[src/rtl/fifo_mac_reader.sv]
// -----------------------------------------------------------------------------
// fifo_mac_reader
//
// Consumer stage behind the parallel-read circular FIFO. Each pop delivers
// PAR_READ unsigned elements. These are multiplied element-wise by a weight
// vector that is latched at job start, and the products are summed into a dot
// product. Every ACC_LEN consecutive dot products are accumulated into one
// result, which is presented on a valid/ready handshake. A job produces
// num_results results (0 means 256) and then pulses done.
//
// Ports
//   clk          rising-edge clock
//   rstn         asynchronous active-low reset
//   clear        synchronous soft reset; beats everything except rstn
//   start        one-cycle job launch pulse, honoured only in IDLE
//   num_results  results per job, latched on start (0 -> 256)
//   weights      PAR_READ weights, weight i = [i*SIZE +: SIZE], latched on start
//   fifo_dout    FIFO head word, element i = [i*SIZE +: SIZE]
//   fifo_valid   FIFO head word is valid
//   fifo_ren     pop request; a pop happens when fifo_ren && fifo_valid
//   res          accumulated result (wraps modulo 2^OUT_W)
//   res_valid    res holds a result awaiting res_ready
//   res_ready    downstream accepts res
//   busy         job in progress (state != IDLE)
//   done         one-cycle pulse after the last result of a job is accepted
// -----------------------------------------------------------------------------
module fifo_mac_reader #(
    parameter int SIZE     = 4,
    parameter int PAR_READ = 4,
    parameter int ACC_LEN  = 3,
    parameter int OUT_W    = 12
) (
    input  logic                     clk,
    input  logic                     rstn,
    input  logic                     clear,
    input  logic                     start,
    input  logic [7:0]               num_results,
    input  logic [PAR_READ*SIZE-1:0] weights,
    input  logic [PAR_READ*SIZE-1:0] fifo_dout,
    input  logic                     fifo_valid,
    output logic                     fifo_ren,
    output logic [OUT_W-1:0]         res,
    output logic                     res_valid,
    input  logic                     res_ready,
    output logic                     busy,
    output logic                     done
);

    // One extra bit keeps the counter at least 1 bit wide when ACC_LEN == 1.
    localparam int CNT_W = $clog2(ACC_LEN + 1);
    localparam logic [CNT_W-1:0] LAST_WORD = CNT_W'(ACC_LEN - 1);

    typedef enum logic [1:0] {
        IDLE = 2'd0,
        RUN  = 2'd1,
        OUT  = 2'd2
    } state_t;

    state_t                     state;
    logic [PAR_READ*SIZE-1:0]   w_reg;
    logic [OUT_W-1:0]           acc;
    logic [CNT_W-1:0]           word_cnt;
    logic [8:0]                 rem;      // 9 bits so a job of 256 results fits
    logic [2*SIZE-1:0]          prod;
    logic [OUT_W-1:0]           dp;

    // Pop only while collecting words. This is combinational so that a word
    // can be consumed on every cycle that the FIFO has one.
    assign fifo_ren = (state == RUN) && fifo_valid;
    assign busy     = (state != IDLE);

    // Dot product of the FIFO head word and the latched weights.
    // NOTE: every variable written in always_comb gets a default before any
    // conditional or loop assignment, so that no latch is inferred.
    always_comb begin
        dp   = '0;
        prod = '0;
        for (int i = 0; i < PAR_READ; i++) begin
            prod = fifo_dout[i*SIZE +: SIZE] * w_reg[i*SIZE +: SIZE];
            dp   = dp + OUT_W'(prod);
        end
    end

    // NOTE: all state is updated with non-blocking assignments. Every register
    // then sees the pre-edge values of the others, regardless of statement order.
    always_ff @(posedge clk or negedge rstn) begin
        if (!rstn) begin
            state     <= IDLE;
            w_reg     <= '0;
            acc       <= '0;
            word_cnt  <= '0;
            rem       <= '0;
            res       <= '0;
            res_valid <= 1'b0;
            done      <= 1'b0;
        end else if (clear) begin
            // A pop that the FIFO performs in this cycle is dropped here. The
            // owner of the FIFO clears it at the same time.
            state     <= IDLE;
            acc       <= '0;
            word_cnt  <= '0;
            rem       <= '0;
            res       <= '0;
            res_valid <= 1'b0;
            done      <= 1'b0;
        end else begin
            done <= 1'b0;
            case (state)
                IDLE: begin
                    if (start) begin
                        w_reg    <= weights;
                        rem      <= (num_results == 8'd0) ? 9'd256 : {1'b0, num_results};
                        acc      <= '0;
                        word_cnt <= '0;
                        state    <= RUN;
                    end
                end
                RUN: begin
                    if (fifo_valid) begin
                        if (word_cnt == LAST_WORD) begin
                            res       <= acc + dp;
                            res_valid <= 1'b1;
                            acc       <= '0;
                            word_cnt  <= '0;
                            state     <= OUT;
                        end else begin
                            acc      <= acc + dp;
                            word_cnt <= word_cnt + CNT_W'(1);
                        end
                    end
                end
                OUT: begin
                    if (res_valid && res_ready) begin
                        res_valid <= 1'b0;
                        rem       <= rem - 9'd1;
                        if (rem == 9'd1) begin
                            done  <= 1'b1;
                            state <= IDLE;
                        end else begin
                            state <= RUN;
                        end
                    end
                end
                default: state <= IDLE;
            endcase
        end
    end

endmodule
[config.mk]
export PLATFORM = sky130hd
export DESIGN_NAME = fifo_mac_reader
export DESIGN_NICKNAME = d
export VERILOG_FILES = /design/src/rtl/fifo_mac_reader.sv
export SDC_FILE = /design/constraint.sdc
export NUM_CORES = 1
export LEC_CHECK = 0
export BUFFER_PORTS_ARGS = -buffer_cell sky130_fd_sc_hd__buf_4
export CORE_MARGIN = 4
export CORE_UTILIZATION = 40
export CTS_CLUSTER_DIAMETER = 120
export DETAILED_ROUTE_END_ITERATION = 8
export HOLD_SLACK_MARGIN = 0.12
export PLACE_DENSITY = 0.72
export SLEW_MARGIN = 25
export SYNTH_ARGS = -nofsm -noshare
export SYNTH_HDL_FRONTEND = slang
export SYNTH_SLANG_ARGS = --single-unit
[constraint.sdc]
create_clock -name clk -period 5.55 [get_ports clk]
set_clock_uncertainty 0.05 [all_clocks]
set_input_delay 0.8325 -clock clk [delete_from_list [all_inputs] [get_ports clk]]
set_output_delay 0.8325 -clock clk [all_outputs]
set_load 0.05 [all_outputs]
==> key figures, run 1 <==
STA
  – Final setup viols: 1
  – Hold WS: 0.457 ns
  – Fin crit period: 5.55 ns
  – Final worst slack: -0.00262 ns
  – Max Slew Vio Count: 0
  – Hold Violations, Final: 0
  – Max Freq: 180 MHz
  – Fin crit share: 100%
  – RSZ-0062 raised after global routing: yes
  – Worst-Margin Slew: 0.774 ns
  – Max-slew headroom: 48.3%

Drt
  – DRT Pass-1 Iters: 5
  – Vias/cell: 5.00
  – DRT iter0 DRCs: 168
  – Remaining DRCs: 0
  – Via count: 3843
  – Final wirelength: 11200 microns
  – Routed WL per cell: 14.6 microns
  – Post-DRT Antenna Nets: 0

Yosys
  – Cell with the most instances after synthesis: inv_1
  – Post-Syn Nets: 672
  – Largest family of logic cells by synthesized area: adder cells
  – Synth Warn #: 0
  – Commonest cells post-synth: inv_1 (97), fa_1 (56), dfrtp_1 (55), nand2_1 (52)
  – Synth Area in XOR/XNOR: 1.22%
  – Mean Syn Cell Area: 9.55 sq um
  – Yosys reg bits: 55
  – Simple-gate share of the synthesized area: 16.3%
  – Cell taking the most area after synthesis: dfrtp_1
  – Complex-gate fraction of the synthesized area: 9.22%
  – Ys async rst share: 100%
  – Distinct cells, synth: 48
  – Seq/Total Area, Yosys: 27.4%
  – Post-synthesis cell count: 526
  – Mux cell area share after synthesis: 4.19%
  – Cell Area, Synth: 5020 sq um
  – Post-synth top area share: 27.4%
  – EDFF count, synth: 0
  – Area share of fa/ha/maj cells after synthesis: 33.3%
  – Primary FF master, synth: dfrtp_1
  – Synth top area cells: dfrtp_1 (27%), fa_1 (22%), ha_1 (11%)

Setup path
  – R2R Setup Slk: 0.17 ns
  – Worst R2R End: res[10]$_DFFE_PN0P_
  – Critical path fanouts, max: 4
  – Req. time, crit path: 5.74 ns
  – CP Capture Type: register
  – Critical path type: in2reg
  – Critical path arrival: 5.75 ns
  – CP startpoint kind: input pin
  – Critical R2R Launch: w_reg[11]$_DFFE_PN0P_
  – Worst r2r path cells: 18

CTS
  – CTS clock-pin slew for the worst setup and hold paths: 0.08 ns
  – Num CTS Buffers: 5
  – Root Driver: clkbuf_16
  – # H-tree levels: 2
  – Worst skew pair latency: 0.31 ns
  – CTS tree: built
  – CTS max path bufs: 2
  – Hold buffers post-CTS: 0
  – Num Clock Sinks: 55

Worst hold path
  – Worst hold path type: reg2reg
  – Worst hold path endpoint: acc[3]$_DFFE_PN0P_
  – Hold path start: acc[3]$_DFFE_PN0P_
  – Worst hold path depth: 1

Flow run
  – Max-Cap Viols: 0

Status
  – Status: finished with violations
  – Violated checks: setup timing

Global route
  – First-pass GRT wire length: 19500 microns
  – Largest net degree at the start of global routing: 56
  – Initial antenna violation count: 0
  – Grt ovf: 0
  – Total track usage: 16.5%
  – Vias in the first global route: 4063

Final layout
  – Largest register FFs: 16
  – Synth-to-Final Area Change: 20.7%
  – Ant. Diodes: 0
  – Nets: 745
  – Layout cell share with drive strength beyond 1: 23.7%

Placement
  – Dpl hpwl: 9270 microns
  – GPL Wtd Cong: 0.893
  – Place WS: -0.367 ns
  – IO Port Bufs: 61

Floorplan
  – Io pins: 62
  – Die span in y: 120 microns
  – Die area: 14400 sq um
  – Initial Utilization: 41.3%
  – Core Footprint: 12200 sq um
  – Chip width: 120 microns
  – Cell Rows: 40
## what timing repair did
item | in CTS | in global routing
pin swaps | 11 | 14
endpoints found under the setup margin | 3 | 10
gates resized for setup | 6 | 18
setup buffers | 1 | 2
## layout make-up
type                            count  area (sq um)
Clock buffer                        5           125
Clock inverter                      3          33.8
Fill cell                        1111          6100
Inverter                           97           364
Multi-Input combinational cell    362          3360
Sequential cell                    55          1380
Tap cell                          168           210
Timing Repair Buffer               78           593
## per-layer routing
layer	routed length [microns]	vias to the layer above	part of all wire, %	global-route usage, %
li1	-	1834	-	-
met1	5270	1935	47	23.6
met2	5420	65	48	26.1
met3	424	9	3.8	2.92
met4	133	0	1.2	3.51
met5	0	-	0	0
## how the worst max path moves through the flow
stage	from	endpoint	slack, ns
floorplan	fifo_dout[14]	acc[10]$_DFFE_PN0P_	-0.05
global route	fifo_dout[9]	res[10]$_DFFE_PN0P_	-0.13
detailed placement	fifo_dout[14]	acc[10]$_DFFE_PN0P_	-0.37
CTS	fifo_dout[9]	acc[10]$_DFFE_PN0P_	-0.002
global placement	fifo_dout[9]	acc[10]$_DFFE_PN0P_	-0.32
finish	fifo_dout[9]	res[10]$_DFFE_PN0P_	-0.003
## worst max-delay path, stage by stage
cell	delay, ns
buf_8	0.10
and2_4	0.15
fa_1	0.53
inv_1	0.05
fa_1	0.49
inv_2	0.04
fa_1	0.47
fa_2	0.56
inv_2	0.04
fa_2	0.53
fa_1	0.43
inv_2	0.08
fa_2	0.23
a21oi_4	0.07
o21ai_2	0.15
a2111oi_2	0.09
or3_4	0.42
or4_1	0.40
nand3_1	0.08
## cells by family (layout without fill, tap and decap cells)
logic type,after synthesis,in the layout
AND/OR/NAND/NOR,162,162
buffers and inverters,109,183
adder cells (fa/ha/maj),100,100
AO/OA/AOI/OAI,74,74
flip-flops,55,55
multiplexers,19,19
XOR/XNOR,7,7
## cells in the final DEF (no fill, tap or decap), types with 2 or more instances in the layout
cell,count
inv_1,91
buf_4,77
dfrtp_1,55
nand2_1,52
fa_1,45
and2_1,40
ha_1,40
a21oi_1,26
nor2_1,25
o21ai_0,17
mux2_2,16
a22o_1,12
nor3_1,11
fa_2,11
nand3_1,8
inv_2,6
clkbuf_16,5
and2_4,4
xor2_1,3
mux2i_1,3
nand2b_1,3
and3_1,3
ha_4,3
nand4_1,2
nor2b_1,2
o21ai_2,2
xnor2_2,2
xnor2_1,2
o22ai_1,2
nor3b_1,2
or4_1,2
## per-stage QoR
step           util [%]  std cells  area (sq um)  setup TNS (ns)
6_report           49.8        768          6060        -0.00262
5_1_grt            49.8        768          6060          -0.363
4_1_cts            49.1        766          5970        -0.00246
3_5_place_dp       47.5        757          5780           -2.31
3_3_place_gp       47.5        757          5780           -1.88
2_1_floorplan         -        526          5060         -0.0486
Power of run 1 is left out: the tool's default activity adds up to more than one toggle a clock period on the data nets, which glitch-free logic cannot reach.
==> run 2: changes to the inputs <==
--- a/config.mk
+++ b/config.mk
@@ -5,10 +5,11 @@
 export SDC_FILE = /design/constraint.sdc
 export NUM_CORES = 1
 export LEC_CHECK = 0
+export ABC_AREA = 1
 export BUFFER_PORTS_ARGS = -buffer_cell sky130_fd_sc_hd__buf_4
 export CORE_MARGIN = 4
 export CORE_UTILIZATION = 40
-export CTS_CLUSTER_DIAMETER = 120
+export CTS_CLUSTER_DIAMETER = 30
 export DETAILED_ROUTE_END_ITERATION = 8
 export HOLD_SLACK_MARGIN = 0.12
 export PLACE_DENSITY = 0.72
==> key figures, run 2 <==
Status
  – Status: finished, final reports clean

Drt
  – Met1 wire length: 4890 microns (-7.2%)
  – Met3 wire len: 617 microns (+46%)
  – Via count: 4005 (+4.2%)
  – Remaining DRCs: 0 (unchanged)
  – Final wirelength: 10900 microns (-2.8%)
  – Vias/cell: 4.61 (-7.8%)
  – Highest Signal Layer: met4
  – DRT iter0 DRCs: 140 (-17%)
  – Met2 wire len: 5240 microns (-3.3%)
  – Routed WL per cell: 12.6 microns (-14%)
  – Post-DRT Antenna Nets: 0 (unchanged)
  – DRT Pass-1 Iters: 5 (unchanged)

Global route
  – Largest net degree at the start of global routing: 56 (unchanged)
  – Grt ovf: 0 (unchanged)
  – Total track usage: 16.0% (-0.49 points)
  – Initial antenna violation count: 0 (unchanged)
  – First-pass GRT wire length: 18500 microns (-5.0%)
  – Vias in the first global route: 4042 (-0.52%)

Setup path
  – Critical path type: in2reg
  – CP startpoint kind: input pin
  – R2R Setup Slk: 0.41 ns (+0.24 ns)
  – Critical path arrival: 5.43 ns (-0.32 ns)
  – CP Capture Type: register
  – Req. time, crit path: 5.69 ns (-0.05 ns)
  – Critical R2R Launch: w_reg[4]$_DFFE_PN0P_
  – Critical path fanouts, max: 3 (-1)
  – Worst R2R End: res[10]$_DFFE_PN0P_
  – Worst r2r path cells: 19 (+1)

CTS
  – Postcts setup bufs: 0 (-1)
  – CTS tree: built
  – CTS clock-pin slew for the worst setup and hold paths: 0.07 ns (about the same)
  – # H-tree levels: 2 (unchanged)
  – Num CTS Buffers: 5 (unchanged)
  – Root Driver: clkbuf_16
  – Worst skew pair latency: 0.31 ns (about the same)
  – Num Clock Sinks: 55 (unchanged)
  – CTS max path bufs: 2 (unchanged)
  – Hold buffers post-CTS: 0 (unchanged)
  – Number of gates resized after cts: 0 (-6)

Worst hold path
  – Hold path start: res[11]$_DFFE_PN0P_
  – Worst hold path type: reg2reg
  – Worst hold path endpoint: res[11]$_DFFE_PN0P_
  – Worst hold path depth: 2 (+1)

Floorplan
  – Initial Utilization: 40.7% (-0.58 points)
  – Io pins: 62 (unchanged)
  – Cell Rows: 41 (+2.5%)
  – Chip width: 121 microns (+0.88%)
  – Core Footprint: 12600 sq um (+3.3%)
  – Die span in y: 121 microns (+0.88%)
  – Die area: 14700 sq um (+1.8%)

Placement
  – GPL Wtd Cong: 0.867 (-2.9%)
  – IO Port Bufs: 61 (unchanged)
  – Dpl hpwl: 9050 microns (-2.3%)
  – DP Area: 5830 sq um (+0.80%)

Final layout
  – Layout filler cell count: 1223 (+10%)
  – Most frequent cells in the layout: inv_1 (166), nand2_1 (159), buf_4 (68), fa_1 (56), dfrtp_1 (55)
  – Synth-to-Final Area Change: 16.7%
  – Final core occ: 47.5% (-2.3 points)
  – Layout cell share with drive strength beyond 1: 14.7% (-9.0 points)
  – Ant. Diodes: 0 (unchanged)
  – Commonest non-fill, non-tap cell in the layout: inv_1
  – Largest register FFs: 16 (unchanged)
  – Design Area, Final: 5970 sq um (-1.5%)
  – Nets: 841 (+13%)
  – Multi-input gate area in the final layout: 3090 sq um (-8.0%)
  – Storage cell area: 1380 sq um (unchanged)

Yosys
  – Commonest cells post-synth: inv_1 (166), nand2_1 (160), fa_1 (56), dfrtp_1 (55), ha_1 (44)
  – Primary FF master, synth: dfrtp_1
  – Distinct cells, synth: 29 (-40%)
  – Mean Syn Cell Area: 8.20 sq um (-14%)
  – Post-synth top area share: 26.9% (-0.51 points)
  – Synth Warn #: 0 (unchanged)
  – Yosys reg bits: 55 (unchanged)
  – Seq/Total Area, Yosys: 26.9% (-0.51 points)
  – Cell Area, Synth: 5120 sq um (+1.9%)
  – Synth top area cells: dfrtp_1 (27%), fa_1 (22%), inv_1 (12%)
  – Cell taking the most area after synthesis: dfrtp_1
  – Ys async rst share: 100% (unchanged)
  – Cell with the most instances after synthesis: inv_1
  – Post-Syn Nets: 770 (+15%)
  – Post-synthesis cell count: 624 (+19%)
  – EDFF count, synth: 0 (unchanged)

STA
  – Fin crit share: 95.3% (-4.7 points)
  – Final setup viols: 0 (-1)
  – Hold Violations, Final: 0 (unchanged)
  – Max-slew headroom: 50.8% (+2.5 points)
  – Max Freq: 189 MHz (+4.9%)
  – RSZ-0062 raised after global routing: no
  – Fin crit period: 5.29 ns (-0.261 ns)
  – Max Slew Vio Count: 0 (unchanged)
  – Worst-Margin Slew: 0.737 ns (-0.0368 ns)

Flow run
  – Max-Cap Viols: 0 (unchanged)
## run 2: per-layer routing
| metal | vias to the layer above | global-route usage, % |
|---|---|---|
| li1 | 2011 | - |
| met1 | 1908 | 21.2 |
| met2 | 75 | 26.0 |
| met3 | 11 | 3.73 |
| met4 | 0 | 4.82 |
| met5 | - | 0 |
## run 2: worst max path at each step
stage	cells past startpoint	to	start
3_5_place_dp	20	res[10]$_DFFE_PN0P_	fifo_dout[7]
4_1_cts	20	res[10]$_DFFE_PN0P_	fifo_dout[7]
6_report	20	res[10]$_DFFE_PN0P_	fifo_dout[7]
3_3_place_gp	20	res[10]$_DFFE_PN0P_	fifo_dout[7]
5_1_grt	20	acc[10]$_DFFE_PN0P_	fifo_dout[7]
2_1_floorplan	19	res[10]$_DFFE_PN0P_	fifo_dout[7]
## run 2: cells by family after synthesis
family | count (synthesis) | share of synthesized area, %
compound gates | 44 | 4.67
flops | 55 | 26.9
simple gates | 232 | 18.9
mux | 16 | 3.52
xor+xnor | 3 | 0.514
fa+ha+maj | 100 | 32.7
buf+inv | 174 | 12.8
## run 2: cell type report
type	count	area share [%]
Clock buffer	6	2.16
Clock inverter	2	0.210
Inverter	170	10.7
Multi-Input combinational cell	395	51.7
Sequential cell	55	23.1
Tap cell	172	3.61
Timing Repair Buffer	68	8.55
## run 2: through the flow
stage	cells	setup WS [ns]	hold slack (ns)	TNS [ns]
floorplan	624	0.277	0.406	0
global placement	860	-0.0545	0.421	-0.199
detailed placement	860	-0.111	0.421	-0.567
CTS	868	0.223	0.438	0
global route	868	0.0178	0.457	0
finish	868	0.259	0.438	0
## run 2: worst max-delay path, stage by stage
cell and delay [ns]:
buf_4 0.11, nand2_1 0.05, inv_1 0.05, fa_1 0.53, inv_1 0.05, fa_1 0.47, inv_1 0.06, fa_1 0.51
fa_1 0.56, inv_1 0.06, fa_1 0.50, fa_1 0.55, inv_1 0.07, fa_1 0.45, nand3_1 0.12, nand2_2 0.09
nand3_1 0.10, nand3b_1 0.11, nand3_1 0.10, nand2_1 0.06
Power of run 2 is left out for the same reason.
==> run 3: changes to the inputs <==
--- a/config.mk
+++ b/config.mk
@@ -7,7 +7,6 @@
 export LEC_CHECK = 0
 export ABC_AREA = 1
 export BUFFER_PORTS_ARGS = -buffer_cell sky130_fd_sc_hd__buf_4
-export CORE_MARGIN = 4
 export CORE_UTILIZATION = 40
 export CTS_CLUSTER_DIAMETER = 30
 export DETAILED_ROUTE_END_ITERATION = 8
==> key figures, run 3 (synthesized netlist as in run 2, its figures left out) <==
Flow run
  – Max-Cap Viols: 0 (unchanged)

CTS
  – CTS max path bufs: 2 (unchanged)
  – Root Driver: clkbuf_16
  – CTS clock-pin slew for the worst setup and hold paths: 0.08 ns (about the same)
  – Worst skew pair latency: 0.30 ns (about the same)
  – CTS tree: built
  – Num Clock Sinks: 55 (unchanged)
  – Num CTS Buffers: 5 (unchanged)
  – # H-tree levels: 2 (unchanged)

Placement
  – Dpl hpwl: 8950 microns (-1.1%)
  – GPL Wtd Cong: 0.887 (+2.4%)
  – Place WS: -0.0898 ns (+0.0208 ns)
  – IO Port Bufs: 61 (unchanged)

STA
  – Worst-Margin Slew: 0.721 ns (-0.0161 ns)
  – Max-slew headroom: 51.9% (+1.1 points)
  – Fin crit period: 5.27 ns (-0.0164 ns)
  – Max Slew Vio Count: 0 (unchanged)
  – RSZ-0062 raised after global routing: no
  – Max Freq: 190 MHz (+0.31%)
  – Final setup viols: 0 (unchanged)
  – Final worst slack: 0.275 ns (+0.0164 ns)
  – Hold Violations, Final: 0 (unchanged)
  – Fin crit share: 95.0% (-0.30 points)

Setup path
  – Critical path fanouts, max: 5 (+2)
  – Cell family with most CP delay: adder cells
  – R2R Setup Slk: 0.46 ns (+0.05 ns)
  – Buffers & Inverters on Critical Path: 5 (-1)
  – CP startpoint kind: input pin
  – CP Depth: 19 (-5.0%)
  – CP Cell Sequence: buf_4 -> buf_4 -> nand2_1 -> inv_1 -> fa_1 -> fa_1 -> fa_1 -> fa_1 -> fa_1 -> inv_1 -> fa_1 -> inv_1 -> ha_1 -> nand2_1 -> nand3_1 -> nand2_1 -> nand3b_1 -> nand3_1 -> o21ai_0
  – Worst r2r path cells: 19 (unchanged)
  – Req. time, crit path: 5.69 ns (about the same)
  – CP max stage delay: 0.56 ns (about the same)
  – Worst R2R End: acc[10]$_DFFE_PN0P_
  – Critical path type: in2reg
  – CP most frequent cell: fa_1
  – Critical R2R Launch: w_reg[4]$_DFFE_PN0P_
  – Critical path arrival: 5.41 ns (-0.02 ns)
  – CP Capture Type: register
  – CP max-delay cell: fa_1

Floorplan
  – Initial Utilization: 41.7% (+1.0 points)
  – Io pins: 62 (unchanged)
  – Die span in y: 115 microns (-5.0%)
  – Core Footprint: 12300 sq um (-2.4%)
  – Chip width: 115 microns (-5.0%)
  – Die area: 13300 sq um (-9.7%)
  – Cell Rows: 40 (-2.4%)

Drt
  – Final wirelength: 10800 microns (-1.1%)
  – Vias/cell: 4.69 (+1.6%)
  – Remaining DRCs: 0 (unchanged)
  – DRT iter0 DRCs: 204 (+46%)
  – Post-DRT Antenna Nets: 0 (unchanged)
  – DRT Pass-1 Iters: 5 (unchanged)
  – Via count: 4074 (+1.7%)
  – Routed WL per cell: 12.4 microns (-1.2%)

Final layout
  – Commonest non-fill, non-tap cell in the layout: inv_1
  – Storage cell area: 1380 sq um (unchanged)
  – Multi-input gate area in the final layout: 3090 sq um (unchanged)
  – Synth-to-Final Area Change: 17.3%
  – Final core occ: 48.9% (+1.5 points)
  – Layout filler cell count: 1179 (-3.6%)
  – Largest register FFs: 16 (unchanged)
  – Most frequent cells in the layout: inv_1 (166), nand2_1 (159), buf_4 (73), fa_1 (56), dfrtp_1 (55)
  – Nets: 846 (+0.59%)
  – Layout cell share with drive strength beyond 1: 15.3% (+0.61 points)
  – Ant. Diodes: 0 (unchanged)

Worst hold path
  – Worst hold path endpoint: res[11]$_DFFE_PN0P_
  – Worst hold path type: reg2reg
  – Hold path start: res[11]$_DFFE_PN0P_
  – Worst hold path depth: 2 (unchanged)

Global route
  – Grt ovf: 0 (unchanged)
  – First-pass GRT wire length: 19300 microns (+4.3%)
  – Total track usage: 18.7% (+2.7 points)
  – Vias in the first global route: 4182 (+3.5%)
  – Largest net degree at the start of global routing: 56 (unchanged)
  – Initial antenna violation count: 0 (unchanged)

Status
  – Status: finished, final reports clean
run 3: cell count changes in the layout (fill, tap and decap cells not counted), sizes merged:
cell	delta
buf	+5
run 3: metrics by stage:
stage | instances | TNS (ns) | hold WS, ns | instance area (sq um)
after floorplan | 624 | 0 | 0.406 | 5120
after global placement | 861 | -0.115 | 0.420 | 5860
after detailed placement | 861 | -0.480 | 0.420 | 5860
after CTS | 869 | 0 | 0.441 | 6000
after global routing | 869 | 0 | 0.467 | 6000
final | 869 | 0 | 0.436 | 6000
run 3: layer usage:
layer,GRT usage [%],part of all wire (%)
met5,0,0
met4,4.68,1.5
met3,4.01,4.7
met2,30.7,47
met1,25.1,46
run 3: cell type report:
cell class                 instances  area share [%]
multi-input combinational        395            51.4
clock buffer                       6            2.15
sequential                        55            22.9
inverter                         170            10.6
tap                              168            3.50
clock inverter                     2           0.208
timing repair buffer              73            9.13
run 3: worst max path at each step:
stage	from	to	slack [ns]
floorplan	fifo_dout[7]	res[10]$_DFFE_PN0P_	0.28
global placement	fifo_dout[7]	res[10]$_DFFE_PN0P_	-0.04
detailed placement	fifo_dout[7]	res[10]$_DFFE_PN0P_	-0.09
CTS	fifo_dout[7]	acc[10]$_DFFE_PN0P_	0.25
global route	fifo_dout[7]	acc[10]$_DFFE_PN0P_	0.02
finish	fifo_dout[7]	acc[7]$_DFFE_PN0P_	0.28
run 3: what timing repair did:
item | in CTS | in global routing
endpoints found under the setup margin | 0 | 1
setup buffers | 0 | 0
gates resized for setup | 0 | 1
hold buffers | 0 | 0
hold endpoints to repair | 0 | 0
run 3: worst register-to-register path, cell delays in order (launching register included):
cell and delay [ns]:
dfrtp_1 0.44, nand2_1 0.08, inv_1 0.05, fa_1 0.53
inv_1 0.05, fa_1 0.47, inv_1 0.06, fa_1 0.50
fa_1 0.57, inv_1 0.06, fa_1 0.50, fa_1 0.55
inv_1 0.07, fa_1 0.45, nand3_1 0.12, nand2_2 0.09
nand3_1 0.10, nand3b_1 0.10, nand3_1 0.09, nand2_1 0.05
Power of run 3 is left out for the same reason.
